[config.mk]
export PLATFORM = sky130hd
export DESIGN_NAME = dip_event_queue
export DESIGN_NICKNAME = d
export VERILOG_FILES = /design/src/rtl/dip_event_queue.sv
export SDC_FILE = /design/constraint.sdc
export NUM_CORES = 1
export LEC_CHECK = 0
export BUFFER_PORTS_ARGS = -buffer_cell sky130_fd_sc_hd__buf_2
export CORE_MARGIN = 5
export CORE_UTILIZATION = 57
export CTS_CLUSTER_SIZE = 40
export DETAILED_ROUTE_END_ITERATION = 10
export GPL_TIMING_DRIVEN = 0
export PLACE_DENSITY = 0.79
export SLEW_MARGIN = 30
export SYNTH_ARGS = -nofsm -noshare
export SYNTH_HDL_FRONTEND = slang
export SYNTH_SLANG_ARGS = --single-unit
[constraint.sdc]
create_clock -name clk -period 2.65 [get_ports clk]
set_input_delay 0.265 -clock clk [delete_from_list [all_inputs] [get_ports clk]]
set_output_delay 0.265 -clock clk [all_outputs]
set_load 0.01 [all_outputs]
[src/rtl/dip_event_queue.sv]
// DIP switch change detector: turns level changes into {index, level}
// events and queues them in a small FWFT FIFO for the control FSM.
module dip_event_queue #(
  parameter int N_SW        = 8,
  parameter int IDX_W       = 3,
  parameter int DEPTH       = 4,
  parameter int REPORT_INIT = 0
) (
  input  logic                       clk,
  input  logic                       rst,
  input  logic [N_SW-1:0]            dip_state,
  output logic                       evt_valid,
  input  logic                       evt_ready,
  output logic [IDX_W-1:0]           evt_idx,
  output logic                       evt_level,
  output logic [$clog2(DEPTH):0]     fifo_count,
  output logic [N_SW-1:0]            pending
);

  localparam int PTR_W = $clog2(DEPTH);
  localparam int CNT_W = PTR_W + 1;

  typedef enum logic {
    INIT,
    RUN
  } state_t;

  state_t state_q;
  state_t state_d;

  logic [N_SW-1:0]  dip_prev;
  logic [N_SW-1:0]  rep;
  logic [N_SW-1:0]  pend;
  logic [IDX_W:0]   mem [DEPTH];
  logic [PTR_W-1:0] wr_ptr;
  logic [PTR_W-1:0] rd_ptr;
  logic [CNT_W-1:0] count;
  logic [IDX_W-1:0] sel;
  logic             empty;
  logic             full;
  logic             pop;
  logic             push;

  always_comb begin
    state_d = state_q;
    unique case (state_q)
      INIT:    state_d = RUN;
      RUN:     state_d = RUN;
      default: state_d = INIT;
    endcase
  end

  always_ff @(posedge clk or posedge rst) begin
    if (rst) begin
      state_q <= INIT;
    end else begin
      state_q <= state_d;
    end
  end

  assign pend  = (state_q == RUN) ? (dip_prev ^ rep) : '0;
  assign empty = (count == '0);
  assign full  = (count == CNT_W'(DEPTH));
  assign pop   = !empty && evt_ready;
  assign push  = (state_q == RUN) && (|pend) && (!full || pop);

  // Fixed priority: scan downward so the lowest set bit wins.
  always_comb begin
    sel = '0;
    for (int k = N_SW - 1; k >= 0; k--) begin
      if (pend[k]) sel = IDX_W'(k);
    end
  end

  always_ff @(posedge clk or posedge rst) begin
    if (rst) begin
      dip_prev <= '0;
      rep      <= '0;
    end else begin
      dip_prev <= dip_state;
      if (state_q == INIT) begin
        rep <= (REPORT_INIT != 0) ? '0 : dip_state;
      end else if (push) begin
        rep[sel] <= dip_prev[sel];
      end
    end
  end

  always_ff @(posedge clk or posedge rst) begin
    if (rst) begin
      wr_ptr <= '0;
      rd_ptr <= '0;
      count  <= '0;
      for (int k = 0; k < DEPTH; k++) mem[k] <= '0;
    end else begin
      if (push) begin
        mem[wr_ptr] <= {sel, dip_prev[sel]};
        wr_ptr      <= wr_ptr + PTR_W'(1);
      end
      if (pop) rd_ptr <= rd_ptr + PTR_W'(1);
      unique case ({push, pop})
        2'b10:   count <= count + CNT_W'(1);
        2'b01:   count <= count - CNT_W'(1);
        default: count <= count;
      endcase
    end
  end

  assign evt_valid  = !empty;
  assign evt_idx    = empty ? '0 : mem[rd_ptr][IDX_W:1];
  assign evt_level  = empty ? 1'b0 : mem[rd_ptr][0];
  assign fifo_count = count;
  assign pending    = pend;

endmodule

Word-level counts from Yosys, hierarchy flattened. Index checks and enable logic that the tools add are counted.

Flip-flop bits (word level): 40. Input port bits: 11. Output and inout port bits: 16. Word-level logic and storage cells: 62.

Add/sub/neg operators: 4. Magnitude comparators: 5. Eq/ne operators: 4. Mux-type cells: 25. Bitwise gates (word level): 3. Reduce and logical (&&, ||, !) cells: 11.

Operators by type and width (count): 3-bit 2-to-1 mux (9); 8-bit 2-to-1 mux (3); 16-bit bitwise mux (1); 4-bit 2-to-1 mux (3); 4-bit binary-select mux with 2-bit select (1); 8-bit bitwise mux (1); 4-bit demux with 2-bit select (1); 8-bit OR reduction (1); 8-bit XOR (1); 3-bit >= comparator, second input constant (2); 2-bit inverter with 3-bit output (2); 3-bit one-hot mux with 2 select lines (1); 1-bit logical AND (5); 2-bit by 1-bit adder with 2-bit output, second input constant (2); 3-bit by 4-bit < comparator with 1-bit output, second input constant (1); 3-bit by 1-bit adder with 3-bit output, second input constant (1); 1-bit binary-select mux with 3-bit select (1); 1-bit demux with 3-bit select (1); 3-bit equality test, second input constant (1); 3-bit by 1-bit >= comparator with 1-bit output, second input constant (1); 3-bit zero test (1); 3-bit by 1-bit < comparator with 1-bit output, second input constant (1); 1-bit 2-to-1 mux (3); 3-bit by 1-bit subtractor with 3-bit output, second input constant (1); other kinds (6) (7).

Logic depth before layout (Yosys ltp). Gate-level depths: netlist of run 1.

Depth after elaboration: 17. Depth in mapped cells: 10. Gate-level depth less buffers: 10.

Worst setup path after synthesis of run 1. Ideal clock, no wire load.

Path type: register -> register. Start point: register count[0], in the netlist fifo_count[0]. End point: register count[2], in the netlist fifo_count[2]. Library setup time: 80 ps. Arrival: 2415 ps. Required time: 2570 ps. Slack: 155 ps. Cell stages (with the launch flop): 10. Path buffers: 0. Clock period less this slack: 2495 ps. Path through: dfrtp_1 o41ai_1 a41oi_2 inv_1 ha_1 inv_1 fa_1 xor2_1 nor2_1 xnor2_1.

Cells in the longest elaborated chain, start to end: 7. Elaborated cells on any way between the ends: 13. Those cells by class: add/sub: 2; eq/ne: 3; mux: 1; reduce/logical: 7.

RTL lines: start, declared (RTL line 37) `logic [CNT_W-1:0] count;`; start signal, assigned (RTL line 102) `2'b10: count <= count + CNT_W'(1);`; start signal, assigned (RTL line 103) `2'b01: count <= count - CNT_W'(1);`; start signal, assigned (RTL line 104) `default: count <= count;`; 3-bit zero test (RTL line 62) `assign empty = (count == '0);`; 1-bit zero test (RTL line 64) `assign pop = !empty && evt_ready;`; 1-bit logical AND (RTL line 64); 1-bit logical OR (RTL line 65) `assign push = (state_q == RUN) && (|pend) && (!full || pop);`; 1-bit logical AND (RTL line 65); 2-bit by 1-bit equality test with 1-bit output / 2-bit equality test (equally long branches) (RTL line 101) `unique case ({push, pop})`; 3-bit one-hot mux with 2 select lines / 2-bit nonzero test (equally long branches).

Parallel ways exist; a longest one is shown, timed or not. A chain may end at the register's enable or synchronous reset.

Worst setup path in the final report of run 1.
Start point: register rep[4]. End point: register count[2], in the netlist fifo_count[2].

Cells in the longest elaborated chain, start to end: 7. Elaborated cells on any way between the ends: 9. Those cells by class: eq/ne: 2; mux: 2; bitwise: 1; reduce/logical: 4.

RTL lines: start, declared (RTL line 32) `logic [N_SW-1:0] rep;`; start signal, assigned (RTL line 82) `rep <= (REPORT_INIT != 0) ? '0 : dip_state;`; start signal, assigned by index (RTL line 84) `rep[sel] <= dip_prev[sel];`; 8-bit XOR (*) (RTL line 61) `assign pend = (state_q == RUN) ? (dip_prev ^ rep) : '0;`; 8-bit 2-to-1 mux (*) (RTL line 61); 8-bit OR reduction (*) (RTL line 65); 1-bit logical AND (*) (2 in series) (RTL line 65); 2-bit by 1-bit equality test with 1-bit output / 2-bit equality test (equally long branches) (RTL line 101); 3-bit one-hot mux with 2 select lines / 2-bit nonzero test (equally long branches).

Mark *: on every way between the ends. The rest lies on a longest branch, timed or not.

==> out/results.ini, run 1 <==
[timing]
whs_ns = 0.0832
worst_slew_pin_slew_ns = 0.634
rsz0062_at_grt = no
min_period_ns = 2.45
drv_slew = 0
skew_ns = 0.0101
finalSetupViolCount = 0
period_share = 0.925
setup-tns-final_ns = 0
hold_viol_final = 0
clock.fmax_mhz = 408
relSlewSlack = 0.577

[power]
power_frac_clock = 0.179
p_switching_mw = 0.744
peakVddDrop_mv = 0.446
switching_share = 0.350
intPower_mw = 1.38
power_frac_comb = 0.403
p_per_area_mw_per_mm2 = 856
seq_power_share = 0.418
power_leakage_nw = 1.15

[synth]
ys_seq_elements = 40
syn-instance-count = 193
synth_edf_count = 0
synth.net_count = 210
synth.yosys.seq_area_share = 0.462
syn_avg_cell_area_um2 = 11.2
synthFlopType = dfrtp_1
postSynth.asyncResetShare = 1.00
ys_types = 40
ys_warn_count = 0
syn_area_mm2 = 0.00217

[global_route]
grt.overflow.total = 0
antenna_found_initial = 0
grt_max_degree = 26
grt_pass1_wl_um = 7100
grt_pass1_vias = 1484
gr-usage-all-layers = 0.178

[detailed_routing]
first_iter_violations = 103
wl_um = 4140
drc = 0
postRouteAntennaNets = 0
vias_per_cell = 5.51
vias = 1521
post_drt_wl_per_cell_um = 15.0
dr.pass1.iters = 5

[clock_tree]
cts.clk_slew.worst_paths_ns = 0.08
cts_buffers = 5
clkLatencyLatePin_ns = 0.30
clockBufferDepth = 2
cts_tree = yes
htreeDepth = 2
root_buffer = clkbuf_8
cts_sinks = 40

[layout]
antennaDiodeCount = 0
drive_gt1_frac = 0.289
layout_commonest_cell = dfrtp_1
finalNetCount = 245
final_cell_mix = dfrtp_1, buf_2, mux2_2, nand2_1, and2_1
final.fill_count = 280
area_delta_synth_final_pct = 14.6

[outcome]
status = finished, final reports clean

[floorplanning]
ios = 27
die_x_um = 71.7
rows = 22
core-area_mm2 = 0.00366
dieArea_mm2 = 0.00514
die_h_um = 71.7
start_util = 0.592

[place]
portBuffers = 26
hpwlAfterDp_um = 3100
gp_congestion = 0.900

[worst_setup_path]
worst_setup_path_end_kind = register
crit_fanout = 8
cp-start-kind = register
arrival_ns = 2.67
critPathKind = register to register
critPathRequiredTime_ns = 2.87
r2r_slack_ns = 0.20

[job]
drv_cap = 0

[worst_hold_path]
hold_path_class = primary input to register

-- worst paths after layout --
kind,start,end,cells after the start
worst max-delay path,rep[4],fifo_count[2],10
worst min-delay path,dip_state[2],dip_prev[2],1
worst max register to register,rep[4],fifo_count[2],10
worst min register to register,mem[10],mem[10],1
max in group asynchronous,rst,wr_ptr[0],4
min in group asynchronous,rst,mem[2],3
-- through the flow --
step	cell area, um2	power, mW	util	instances	setup slack [ns]
after floorplan	2170	1.52	-	193	0.155
after global placement	2360	1.72	0.644	267	-0.150
after detailed placement	2380	1.75	0.651	268	0.132
after CTS	2470	2.13	0.675	276	0.116
after global routing	2480	2.28	0.678	276	0.0869
final	2480	2.13	0.678	276	0.198
-- worst max-delay path: stages (launching register included) --
cell and delay [ns]:
dfrtp_1 0.43, xor2_2 0.23, nor2_1 0.27, a41oi_2 0.28, inv_1 0.13, ha_1 0.18, inv_1 0.06, fa_1 0.37
xor2_1 0.15, nor2_1 0.13, xnor2_1 0.14
-- synth_stat cells (3+ instances only) --
| library cell | number | area [um2] |
|---|---|---|
| o21ai_0 | 5 | 25.0 |
| and2_1 | 13 | 81.3 |
| o22ai_1 | 3 | 18.8 |
| dfrtp_1 | 40 | 1000 |
| ha_1 | 5 | 62.6 |
| xnor2_1 | 9 | 78.8 |
| inv_1 | 13 | 48.8 |
| nor2_1 | 7 | 26.3 |
| mux4_2 | 4 | 90.1 |
| xor2_1 | 7 | 61.3 |
| a21oi_1 | 7 | 35.0 |
| clkbuf_1 | 4 | 15.0 |
| mux2_2 | 19 | 214 |
| nor2b_1 | 5 | 31.3 |
| nand2_1 | 16 | 60.1 |
| nand3_1 | 3 | 15.0 |
-- per-layer routing --
| metal | GRT usage | routed length, um | vias up |
|---|---|---|---|
| met1 | 0.248 | 1930 | 750 |
| li1 | - | - | 732 |
| met2 | 0.271 | 1960 | 34 |
| met4 | 0.0501 | 48 | 0 |
| met3 | 0.0505 | 205 | 5 |
| met5 | 0 | 0 | - |
-- repair_timing --
action	in CTS	in global routing
endpoints found under the hold margin	15	0
endpoints found under the setup margin	0	1
hold buffers	1	0
setup buffers	0	0
gates resized for setup	0	1
-- area by class of cell --
cell class	instances	area, um2	share of cell area
inverter	13	48.8	0.0196
timing repair buffer	28	160	0.0645
buffer	6	25.0	0.0101
sequential	40	1000	0.403
clock buffer	6	72.6	0.0292
tap	48	60.1	0.0242
multi-input combinational	134	1110	0.447
clock inverter	1	5.00	0.00202
-- power groups by stage --
| stage | clock network [mW] | logic (mW) | registers, mW |
|---|---|---|---|
| after global routing | 0.418 | 0.950 | 0.915 |
| after floorplan | 0 | 0.640 | 0.879 |
| final | 0.381 | 0.858 | 0.888 |
| after CTS | 0.388 | 0.860 | 0.885 |
| after global placement | 0 | 0.832 | 0.885 |
| after detailed placement | 0 | 0.854 | 0.898 |
-- registers in the layout (all words and copies together), names as in the netlist --
name / flops
mem: 16
dip_prev: 8
rd_ptr: 2
wr_ptr: 2
state_q: 1
rep: 8
fifo_count: 3
-- logic make-up after synthesis --
| logic type | synth area share |
|---|---|
| mux | 0.145 |
| fa+ha+maj | 0.0381 |
| simple gates | 0.134 |
| flops | 0.462 |
| xor+xnor | 0.0872 |
| compound gates | 0.0982 |
| buf+inv | 0.0341 |
| other cells | 0.00173 |
Note: power is estimated with default switching activity, not from simulation.
==> run 2, diff against run 1 <==
- CORE_ASPECT_RATIO: not set -> 1.2
- CORE_UTILIZATION: 57 -> 62
- PLACE_DENSITY: 0.79 -> 0.84
- clock period: 2.65 -> 2.96 ns (I/O delays scaled with it)
==> run 2 against run 1 <==
  * Setup slack improved by 0.11 ns
  * Wire length is 3.1% higher
  * Clock skew down 0.0039 ns
  * Total power is 10% lower
  * Final cell count shrank 4.3%
  * Core utilization rose by 5.1 points
  * Sequential cell count unchanged
  * Fmax fell by 7.4%
  * Sequential share of layout area grew 0.45 points
  * Register-to-register slack improved by 0.11 ns
  * Clock power shrank 13%
  * Non-clock buffer count shrank 1
  * Critical path type unchanged
==> out/results.ini, run 2 (same netlist as run 1, synthesis figures left out) <==
[detailed_routing]
drc = 0
postRouteAntennaNets = 0
wl_um = 4270
dr.pass1.iters = 4
vias_per_cell = 5.81
post_drt_wl_per_cell_um = 16.2
vias = 1534
first_iter_violations = 118

[worst_setup_path]
cp-start-kind = register
cp_common_cell = inv_1
crit_path_cell_trace = o41ai_2 -> a41oi_2 -> inv_1 -> ha_1 -> inv_1 -> fa_1 -> xor2_1 -> nor2_1 -> xnor2_1
arrival_ns = 2.86
critPathRequiredTime_ns = 3.18
critPathKind = register to register
cp_slowest_cell = o41ai_2
critPathMaxStageDelay_ns = 0.73
worst_setup_path_end_kind = register
crit_fanout = 8

[timing]
relSlewSlack = 0.497
rsz0062_at_grt = no
finalSetupViolCount = 0
skew_ns = 0.00618
worst_slew_pin_slew_ns = 0.747
clock.fmax_mhz = 378
drv_slew = 0
setup-tns-final_ns = 0
hold_viol_final = 0
period_share = 0.895
min_period_ns = 2.65

[clock_tree]
postCtsSetupBuffers = 0
clkLatencyLatePin_ns = 0.29
clockBufferDepth = 2
cts_tree = yes
cts.repair.resized = 0
ctsHoldBuffers = 0
cts_sinks = 40
root_buffer = clkbuf_8
cts_buffers = 5
cts.clk_slew.worst_paths_ns = 0.07
htreeDepth = 2

[global_route]
grt.overflow.total = 0
gr-usage-all-layers = 0.199
use_met3 = 0.0657
gr-max-usage-layer = met2
grt_pass1_vias = 1532
antenna_found_initial = 0
met1_usage = 0.234
grt_pass1_wl_um = 7290
grtUsageMet2 = 0.342
grt_max_degree = 22

[place]
placed_area_mm2 = 0.00238
gp_congestion = 0.847
hpwlAfterDp_um = 3300
portBuffers = 26

[floorplanning]
dieArea_mm2 = 0.00478
start_util = 0.644
die_x_um = 64.0
die_h_um = 74.8
rows = 23
ios = 27
core-area_mm2 = 0.00337

[power]
p_per_area_mw_per_mm2 = 778
power_leakage_nw = 1.14
peakVddDrop_mv = 0.597
power_mw = 1.91

[layout]
finalNetCount = 244
final_core_util = 0.729
top_register = mem
final_cell_mix = dfrtp_1, buf_2, mux2_2, nand2_1, and2_1
area_delta_synth_final_pct = 13.3
fin_area_mm2 = 0.00246
layout_commonest_cell = dfrtp_1
antennaDiodeCount = 0
largest_register_ffs = 16
top_regs = mem: 16 flops, dip_prev: 8 flops, rep: 8 flops
drive_gt1_frac = 0.291
final.fill_count = 243

[job]
drv_cap = 0

[outcome]
status = finished, final reports clean

[worst_hold_path]
hold_path_class = primary input to async pin

run 2: changes by cell type in the layout (fill, tap and decap cells not counted), sizes merged:
cell	previous run	this run
dlygate4sd3	1	0
run 2: stage by stage:
step | worst slack, ns | instances | hold WS (ns)
final | 0.312 | 264 | 0.0103
after global routing | 0.119 | 264 | 0.0313
after CTS | 0.320 | 264 | 0.0188
after detailed placement | 0.411 | 257 | 0.335
after global placement | 0.0371 | 256 | 0.418
after floorplan | 0.465 | 193 | 0.327
run 2: worst paths after layout:
check | from | end | slack, ns | depth (start not counted)
worst max-delay path | fifo_count[0] | fifo_count[2] | 0.31 | 9
worst min-delay path | rst | dip_prev[6] | 0.01 | 2
worst max register to register | fifo_count[0] | fifo_count[2] | 0.31 | 9
worst min register to register | mem[3] | mem[3] | 0.50 | 1
max in group asynchronous | rst | fifo_count[0] | 2.50 | 3
min in group clk | dip_state[5] | dip_prev[5] | 0.11 | 1
run 2: layout make-up:
type,count,area [um2],share of cell area
tap,37,46.3,0.0188
timing repair buffer,27,158,0.0642
inverter,13,48.8,0.0199
multi-input combinational,134,1100,0.448
sequential,40,1000,0.408
buffer,6,25.0,0.0102
clock inverter,1,5.00,0.00204
clock buffer,6,72.6,0.0295
run 2: critical path: cells and delay by family (launching register included):
kind	cells	cell delay (ns)
simple gates	1	0.17
xor+xnor	2	0.29
compound gates	2	0.93
fa+ha+maj	2	0.56
buf+inv	2	0.19
flops	1	0.43
run 2: per-layer routing:
| layer | share of wire | wire [um] |
|---|---|---|
| met5 | 0 | 0 |
| met4 | 0.015 | 65 |
| met3 | 0.046 | 197 |
| met2 | 0.53 | 2280 |
| met1 | 0.40 | 1730 |
run 2: power breakdown:
part           total (mW)  leakage [nW]  switching, mW  internal, mW
Clock               0.332        0.0410          0.172         0.160
Sequential          0.795         0.494         0.0952         0.700
Combinational       0.783         0.607          0.403         0.380
==> run 3, diff against run 2 <==
- CORE_UTILIZATION: 62 -> 64
- CTS_BUF_LIST: not set -> sky130_fd_sc_hd__clkbuf_2 sky130_fd_sc_hd__clkbuf_4 sky130_fd_sc_hd__clkbuf_8
- PLACE_DENSITY: 0.84 -> 0.87
==> run 3 against run 2 <==
  * Setup slack better by 0.16 ns
  * Wire length down 1.3%
  * Largest power group unchanged
  * Fmax up 6.5%
  * Core utilization up 1.8 points
  * Highest routed layer unchanged
  * Die area down 2.7%
  * Worst hold slack better by 0.026 ns
  * Count of clock-buffer cells in the layout up 1
  * Final area up 0.76%
  * Sequential cell count unchanged
  * Largest cell class unchanged
  * Clock skew up 0.00092 ns
==> out/results.ini, run 3 (same netlist as run 1, synthesis figures left out) <==
[power]
power_leakage_nw = 1.15
peakVddDrop_mv = 0.685
p_per_area_mw_per_mm2 = 787

[layout]
final_cell_mix = dfrtp_1, buf_2, mux2_2, nand2_1, and2_1
ff_latch_area_mm2 = 0.00100
antennaDiodeCount = 0
multi_input_comb_area_mm2 = 0.00110
area_delta_synth_final_pct = 14.2
layout_commonest_cell = dfrtp_1
drive_gt1_frac = 0.295
finalNetCount = 244
top_register = mem
fin_cells = 264
largest_register_ffs = 16
top_regs = mem: 16 flops, dip_prev: 8 flops, rep: 8 flops
final.fill_count = 224

[timing]
drv_slew = 0
relSlewSlack = 0.562
clock.fmax_mhz = 402
min_period_ns = 2.49
period_share = 0.840
skew_ns = 0.00710
worst_slew_pin_slew_ns = 0.657
finalSetupViolCount = 0
setup-tns-final_ns = 0
rsz0062_at_grt = no
hold_viol_final = 0

[floorplanning]
dieArea_mm2 = 0.00465
start_util = 0.655
die_h_um = 73.7
rows = 23
ios = 27
die_x_um = 63.1
core-area_mm2 = 0.00331

[worst_setup_path]
critPathKind = register to register
critPathRequiredTime_ns = 3.17
crit_fanout = 8
worst_setup_path_end_kind = register
arrival_ns = 2.70
cp-start-kind = register

[place]
place_inst = 257
gp_congestion = 0.891
portBuffers = 26
hpwlAfterDp_um = 3290

[global_route]
gr-usage-all-layers = 0.200
grt_max_degree = 24
grt_pass1_vias = 1544
grt_pass1_wl_um = 7140
antenna_found_initial = 0
grt.overflow.total = 0

[detailed_routing]
drc = 0
postRouteAntennaNets = 0
vias_per_cell = 5.85
post_drt_wl_per_cell_um = 16.0
wl_um = 4210
dr.pass1.iters = 4
first_iter_violations = 124
vias = 1545

[clock_tree]
cts.repair.resized = 0
ctsHoldBuffers = 0
cts_sinks = 40
clockBufferDepth = 2
htreeDepth = 2
clkLatencyLatePin_ns = 0.29
cts.clk_slew.worst_paths_ns = 0.07
cts_tree = yes
cts_buffers = 5
postCtsSetupBuffers = 0
root_buffer = clkbuf_8

[worst_hold_path]
hold_path_class = primary input to async pin

[outcome]
status = finished, final reports clean

[job]
drv_cap = 0

## run 3: cell count changes in the layout (fill, tap and decap cells not counted), sizes merged
| cell | previous run | this run |
|---|---|---|
| clkbuf | 10 | 11 |
| clkinv | 1 | 0 |
## run 3: routing by layer
| layer | part of all wire | track usage | up-vias |
|---|---|---|---|
| met5 | 0 | 0 | - |
| met4 | 0.030 | 0.0991 | 0 |
| met3 | 0.040 | 0.0459 | 14 |
| met2 | 0.52 | 0.345 | 37 |
| met1 | 0.41 | 0.234 | 761 |
| li1 | - | - | 733 |
## run 3: stage by stage
| step | setup slack, ns | power, mW | instance area [um2] | hold slack, ns | util |
|---|---|---|---|---|---|
| floorplan | 0.465 | 1.36 | 2170 | 0.327 | - |
| global placement | 0.157 | 1.53 | 2340 | 0.415 | 0.708 |
| detailed placement | 0.484 | 1.58 | 2380 | 0.360 | 0.719 |
| CTS | 0.464 | 1.97 | 2470 | 0.0423 | 0.748 |
| global route | 0.304 | 2.09 | 2470 | 0.0618 | 0.748 |
| finish | 0.473 | 1.95 | 2470 | 0.0361 | 0.748 |
## run 3: power by group
part	switching [mW]	internal, mW
Sequential	0.0954	0.700
Clock	0.171	0.207
Combinational	0.397	0.378
Total	0.663	1.29
## run 3: path summary, 6_finish.rpt
kind	start	cells past startpoint	slack (ns)	end
max in group asynchronous	rst	3	2.44	wr_ptr[1]
worst max-delay path	fifo_count[0]	9	0.47	fifo_count[2]
worst min-delay path	rst	2	0.04	dip_prev[3]
worst max register to register	fifo_count[0]	9	0.47	fifo_count[2]
worst min register to register	mem[0]	1	0.50	mem[0]
min in group clk	dip_state[5]	1	0.12	dip_prev[5]
## run 3: cell type report
cell class / instances / share of cell area
Buffer: 6 / 0.0101
Inverter: 13 / 0.0197
Tap cell: 37 / 0.0187
Timing Repair Buffer: 27 / 0.0637
Multi-Input combinational cell: 134 / 0.444
Sequential cell: 40 / 0.404
Clock buffer: 7 / 0.0389
## run 3: worst max-delay path: stages, from the launching register on
cell and delay (ns):
dfrtp_1 0.43, o41ai_2 0.64, a41oi_2 0.20, inv_1 0.12
ha_1 0.18, inv_1 0.07, fa_1 0.37, xor2_1 0.15
nor2_1 0.12, xnor2_1 0.13
